<file path="config.mk">
export PLATFORM = sky130hd
export DESIGN_NAME = mem_burst_arb
export DESIGN_NICKNAME = d
export VERILOG_FILES = /design/src/rtl/mem_burst_arb.sv
export SDC_FILE = /design/constraint.sdc
export NUM_CORES = 1
export LEC_CHECK = 0
export ABC_AREA = 1
export CORE_AREA = 2 2 239 241
export CTS_CLUSTER_SIZE = 10
export DETAILED_ROUTE_END_ITERATION = 8
export DIE_AREA = 0 0 241 243
export GPL_ROUTABILITY_DRIVEN = 0
export PLACE_DENSITY = 0.39
export SLEW_MARGIN = 20
export SYNTH_ARGS = -nofsm -noshare
export SYNTH_HDL_FRONTEND = slang
export SYNTH_SLANG_ARGS = --single-unit
</file>
<file path="constraint.sdc">
create_clock -name mem_clk -period 3.6 [get_ports mem_clk]
set_input_delay 0.72 -clock mem_clk [delete_from_list [all_inputs] [get_ports mem_clk]]
set_output_delay 0.72 -clock mem_clk [all_outputs]
set_load 0.01 [all_outputs]
</file>
<file path="src/rtl/mem_burst_arb.sv">
// Round-robin arbiter merging two video_pro channels (4 burst requesters) onto one DDR controller port.
// Optional watchdog enabled by `define ARB_TIMEOUT_EN.
//   state | meaning
//   IDLE  | no burst in flight, arbitrate on next edge
//   BUSY  | burst for grant_q in flight, wait for matching finish
module mem_burst_arb #(
    parameter int MEM_DATA_BITS  = 64,
    parameter int TIMEOUT_CYCLES = 4096
) (
    input  logic                     mem_clk,
    input  logic                     rst,
    input  logic                     c0_wr_burst_req,
    input  logic [9:0]               c0_wr_burst_len,
    input  logic [23:0]              c0_wr_burst_addr,
    input  logic [MEM_DATA_BITS-1:0] c0_wr_burst_data,
    output logic                     c0_wr_burst_data_req,
    output logic                     c0_wr_burst_finish,
    input  logic                     c0_rd_burst_req,
    input  logic [9:0]               c0_rd_burst_len,
    input  logic [23:0]              c0_rd_burst_addr,
    output logic                     c0_rd_burst_data_valid,
    output logic                     c0_rd_burst_finish,
    output logic [MEM_DATA_BITS-1:0] c0_rd_burst_data,
    input  logic                     c1_wr_burst_req,
    input  logic [9:0]               c1_wr_burst_len,
    input  logic [23:0]              c1_wr_burst_addr,
    input  logic [MEM_DATA_BITS-1:0] c1_wr_burst_data,
    output logic                     c1_wr_burst_data_req,
    output logic                     c1_wr_burst_finish,
    input  logic                     c1_rd_burst_req,
    input  logic [9:0]               c1_rd_burst_len,
    input  logic [23:0]              c1_rd_burst_addr,
    output logic                     c1_rd_burst_data_valid,
    output logic                     c1_rd_burst_finish,
    output logic [MEM_DATA_BITS-1:0] c1_rd_burst_data,
    output logic                     wr_burst_req,
    output logic [9:0]               wr_burst_len,
    output logic [23:0]              wr_burst_addr,
    output logic [MEM_DATA_BITS-1:0] wr_burst_data,
    input  logic                     wr_burst_data_req,
    input  logic                     wr_burst_finish,
    output logic                     rd_burst_req,
    output logic [9:0]               rd_burst_len,
    output logic [23:0]              rd_burst_addr,
    input  logic                     rd_burst_data_valid,
    input  logic [MEM_DATA_BITS-1:0] rd_burst_data,
    input  logic                     rd_burst_finish,
    output logic                     arb_err
);

    typedef enum logic {IDLE = 1'b0, BUSY = 1'b1} state_t;

    state_t     state_q, state_d;
    logic [1:0] grant_q, grant_d;
    logic [1:0] rr_ptr_q, rr_ptr_d;
    logic [3:0] req_vec;
    logic [3:0] sel;
    logic [1:0] cand;
    logic [1:0] pick_idx;
    logic       pick_found;
    logic       busy, gnt_wr, gnt_rd, gnt_req;
    logic       fin_ok, timeout_hit, done;

    assign req_vec = {c1_rd_burst_req, c1_wr_burst_req, c0_rd_burst_req, c0_wr_burst_req};
    // outputs are forced low during the reset cycle even if a burst was in flight
    assign busy    = (state_q == BUSY) && !rst;
    assign gnt_wr  = busy && !grant_q[0];
    assign gnt_rd  = busy &&  grant_q[0];
    assign gnt_req = req_vec[grant_q];
    assign fin_ok  = (gnt_wr && wr_burst_finish) || (gnt_rd && rd_burst_finish);
    assign done    = fin_ok || timeout_hit;

    always_comb begin
        pick_found = 1'b0;
        pick_idx   = rr_ptr_q;
        cand       = rr_ptr_q;
        for (int i = 0; i < 4; i++) begin
            cand = rr_ptr_q + 2'(i);
            if (!pick_found && req_vec[cand]) begin
                pick_found = 1'b1;
                pick_idx   = cand;
            end
        end
    end

    always_comb begin
        state_d  = state_q;
        grant_d  = grant_q;
        rr_ptr_d = rr_ptr_q;
        case (state_q)
            IDLE: begin
                if (pick_found) begin
                    state_d = BUSY;
                    grant_d = pick_idx;
                end
            end
            BUSY: begin
                if (done) begin
                    state_d  = IDLE;
                    rr_ptr_d = grant_q + 2'd1;
                end
            end
            default: state_d = IDLE;
        endcase
    end

    always_ff @(posedge mem_clk) begin
        if (rst) begin
            state_q  <= IDLE;
            grant_q  <= 2'd0;
            rr_ptr_q <= 2'd0;
        end else begin
            state_q  <= state_d;
            grant_q  <= grant_d;
            rr_ptr_q <= rr_ptr_d;
        end
    end

`ifdef ARB_TIMEOUT_EN
    logic [15:0] timer_q, timer_d;
    logic        arb_err_q, arb_err_d;

    assign timeout_hit = busy && (timer_q == 16'(TIMEOUT_CYCLES - 1)) && !fin_ok;

    always_comb begin
        timer_d   = (state_q == BUSY) ? timer_q + 16'd1 : 16'd0;
        arb_err_d = arb_err_q || timeout_hit;
    end

    always_ff @(posedge mem_clk) begin
        if (rst) begin
            timer_q   <= 16'd0;
            arb_err_q <= 1'b0;
        end else begin
            timer_q   <= timer_d;
            arb_err_q <= arb_err_d;
        end
    end

    assign arb_err = arb_err_q && !rst;
`else
    assign timeout_hit = 1'b0;
    assign arb_err     = 1'b0;
`endif

    always_comb begin
        for (int i = 0; i < 4; i++) sel[i] = busy && (grant_q == 2'(i));
    end

    assign wr_burst_req  = gnt_wr && gnt_req;
    assign wr_burst_len  = gnt_wr ? (grant_q[1] ? c1_wr_burst_len  : c0_wr_burst_len)  : '0;
    assign wr_burst_addr = gnt_wr ? (grant_q[1] ? c1_wr_burst_addr : c0_wr_burst_addr) : '0;
    assign wr_burst_data = gnt_wr ? (grant_q[1] ? c1_wr_burst_data : c0_wr_burst_data) : '0;
    assign rd_burst_req  = gnt_rd && gnt_req;
    assign rd_burst_len  = gnt_rd ? (grant_q[1] ? c1_rd_burst_len  : c0_rd_burst_len)  : '0;
    assign rd_burst_addr = gnt_rd ? (grant_q[1] ? c1_rd_burst_addr : c0_rd_burst_addr) : '0;

    // a watchdog expiry reuses the client finish so the requester releases
    assign c0_wr_burst_data_req   = sel[0] && wr_burst_data_req;
    assign c0_wr_burst_finish     = sel[0] && (wr_burst_finish || timeout_hit);
    assign c0_rd_burst_data_valid = sel[1] && rd_burst_data_valid;
    assign c0_rd_burst_finish     = sel[1] && (rd_burst_finish || timeout_hit);
    assign c1_wr_burst_data_req   = sel[2] && wr_burst_data_req;
    assign c1_wr_burst_finish     = sel[2] && (wr_burst_finish || timeout_hit);
    assign c1_rd_burst_data_valid = sel[3] && rd_burst_data_valid;
    assign c1_rd_burst_finish     = sel[3] && (rd_burst_finish || timeout_hit);
    assign c0_rd_burst_data       = rd_burst_data;
    assign c1_rd_burst_data       = rd_burst_data;

endmodule
</file>
==> flow_metrics.tcl, run 1 <==
set metrics [dict create \
    synthCells 678 \
    io_pins 609 \
    wl_mm 24.80 \
    post_drt_wl_per_cell_um 14.57 \
    reg2reg_depth 10 \
    nFillCells 6590 \
    grt_max_degree 76 \
    insertion_delay_ns 0.23 \
    grt_pass1_wl_mm 33.69 \
    synth_top_area_share_pct 31.22 \
    r2r_slack_ns 1.88 \
    drv_cap 0 \
    finalCritPeriodShare_pct 96.41 \
    worstMarginPinSlew_ns 0.6372 \
    whs_ns 0.6476 \
    period_minus_slack_ns 3.471 \
    min_to "grant_q[1]$_SDFFE_PP0P_" \
    layout_common_cells "clkdlybuf4s50_1 (407), nand2_1 (289), a21oi_1 (133)" \
    grt_antenna_before_repair 4 \
    power_frac_comb_pct 82.3 \
    timing.fmax_mhz 288.1 \
    synthTopCellsByArea "nand2_1 (31%), buf_4 (28%), a21oi_1 (20%), clkbuf_1 (3.9%), dfxtp_1 (2.9%)" \
    cp-end-kind "output pin" \
    clock-root-buffer "clkbuf_16" \
    setup_ws_ns 0.1293 \
    mostFrequentLayoutCell "clkdlybuf4s50_1" \
    setup_viol 0 \
    pre_cts_slack_ns 0.002701 \
    maxSlewHeadroom_pct 57.52 \
    die_h_um 243 \
    cts_inserted_buffers 3 \
    hold_path_depth 5 \
    drt_pass1_iterations 4 \
    required_ns 2.88 \
    pwr-share-seq_pct 5.3 \
    num_vias 5212 \
    drc 0 \
    syn_area_per_cell_um2 5.125 \
    maxSlewViolCount 0 \
    critPathMaxFanout 50 \
    yosys_warnings 0 \
    die-area_um2 58560 \
    core_area_um2 55950 \
    p_per_area_nw_per_um2 194.9 \
    worst-setup-path-type "input port to output pin" \
    critPathArrivalTime_ns 2.75 \
    grt_overflow 0 \
    h-tree-depth 1 \
    cts_tree "yes" \
    dp_hpwl_mm 21.20 \
    critical_path.startpoint_type "input port" \
    ir_worst_vdd_mv 0.09018 \
    switching_share_pct 45.47 \
    grt_usage_pct 7.692 \
    hold_viol_final 0 \
    outcome "finished, final reports clean" \
    timing.rr.start "state_q$_SDFF_PP0_" \
    fin_skew_ns 0.004152 \
    antenna_left 0 \
    cts.path.max_buffers 2 \
    vias_per_cell 3.062 \
    clkTransAtPathRegs_ns 0.04 \
    cts_hold_buf 0 \
    synthesis.area_um2 3475 \
    power_switching_uw 690.9 \
    drtIter0Drc 88 \
    reg2reg_to "rr_ptr_q[1]$_SDFFE_PP0P_" \
    clkPwrFrac_pct 12.5 \
    ys_seq_elements 5 \
    yosysTopAreaCell "nand2_1" \
    drive_gt1_share_pct 6.038 \
    synth_fp_nets 1020 \
    worstHoldStart "state_q$_SDFF_PP0_" \
    rows 87 \
    io_buffers 415 \
    area_growth_pct 124.4 \
    synth.distinct_cells 27 \
    finalNetCount 1287 \
    die_w_um 241 \
    cellInternalPower_uw 828.4 \
    ys_seq_area_share_pct 2.881 \
    leakagePower_nw 2.859 \
    worstHoldPathType "flop to flop" \
    grt_setup_unrepaired "false" \
    grt_pass1_vias 5411 \
    clock-sinks 5 \
    start_util_pct 6.210 \
]
## per-stage QoR
step,setup TNS (ns),total power [mW],instance area [µm²],cells,util [%]
finish,0,1.519,7796,1702,13.93
global route,0,1.651,7791,1700,13.93
CTS,0,1.561,7784,1700,13.91
detailed placement,0,1.364,7701,1696,13.76
global placement,-0.03735,1.364,7701,1696,13.76
floorplan,0,0.7487,3475,678,-
## per-layer routing
metal  global-route usage, %  wire [µm]  vias to the layer above
met1                   7.942       9170                     2248
met5                       0          0                        -
li1                        -          -                     2543
met4                   4.031       1360                        0
met3                   2.115       2565                       80
met2                   14.00      11700                      341
## sequential cells by signal (all words and copies together), names as in the netlist
signal    count
grant_q       2
state_q       1
rr_ptr_q      2
## logic make-up after synthesis
logic type / count (synthesis) / synth area share (%)
buffers and inverters: 197 / 35.65
and+or+nand+nor: 326 / 38.06
AOI/OAI and AO/OA: 145 / 21.86
adders and majority gates: 4 / 1.440
other: 1 / 0.1079
DFF: 5 / 2.881
## what timing repair did
item                                    in CTS  in global routing
endpoints found under the setup margin       1                  2
pin swaps                                    0                  0
resized for setup                            1                  2
buffers inserted                             0                  0
## Yosys cell counts
library cell / count
clkinv_1: 1
nand2_2: 6
buf_1: 2
buf_2: 4
nor2_1: 7
nand2_1: 289
o21ai_4: 2
o211ai_1: 1
nand3_1: 8
buf_6: 1
nand2_4: 6
ha_1: 4
conb_1: 1
nor3_1: 8
o21ai_1: 2
o21ai_2: 1
clkbuf_1: 36
inv_4: 1
nand4_1: 1
inv_1: 17
a21oi_1: 136
nor2_8: 1
buf_4: 129
o21ai_0: 2
a32o_1: 1
dfxtp_1: 5
inv_2: 6
## layout make-up
type / instances / area, µm² / share of cell area, %
repair buffers: 434 / 4414 / 56.62
multi-input cells: 476 / 2147 / 27.54
well taps: 756 / 945.9 / 12.13
flip-flops and latches: 5 / 103.9 / 1.332
inverters: 25 / 101.3 / 1.300
clock buffers: 4 / 78.83 / 1.011
diodes: 2 / 5.005 / 0.06420
## worst max-delay path, stage by stage
cell and delay, ns:
clkdlybuf4s50_1 0.43, nor2_1 0.16, inv_2 0.08, nor2_1 0.17, inv_4 0.13, buf_12 0.19, a21oi_1 0.20, clkdlybuf4s50_1 0.63
## power by group through the flow
| stage | combinational (mW) | sequential, mW | clock (mW) |
|---|---|---|---|
| 6_report | 1.25 | 0.0804 | 0.189 |
| 5_1_grt | 1.38 | 0.0828 | 0.192 |
| 4_1_cts | 1.29 | 0.0812 | 0.190 |
| 3_5_place_dp | 1.28 | 0.0820 | 0 |
| 3_3_place_gp | 1.28 | 0.0818 | 0 |
| 2_1_floorplan | 0.678 | 0.0705 | 0 |
## how the worst max path moves through the flow
| stage | start | endpoint |
|---|---|---|
| finish | rst | wr_burst_data[20] |
| global route | rst | wr_burst_data[20] |
| CTS | rst | wr_burst_data[56] |
| detailed placement | rst | wr_burst_addr[23] |
| global placement | rst | wr_burst_addr[23] |
| floorplan | rst | rd_burst_len[0] |
No activity file was read; power rests on OpenSTA's default activity.
==> inputs of run 2 (changes only) <==
SKIP_LAST_GASP = 1   (was not set)
==> results of run 2 <==
Same layout as run 1: the final DEF is identical, and so are final timing and power.
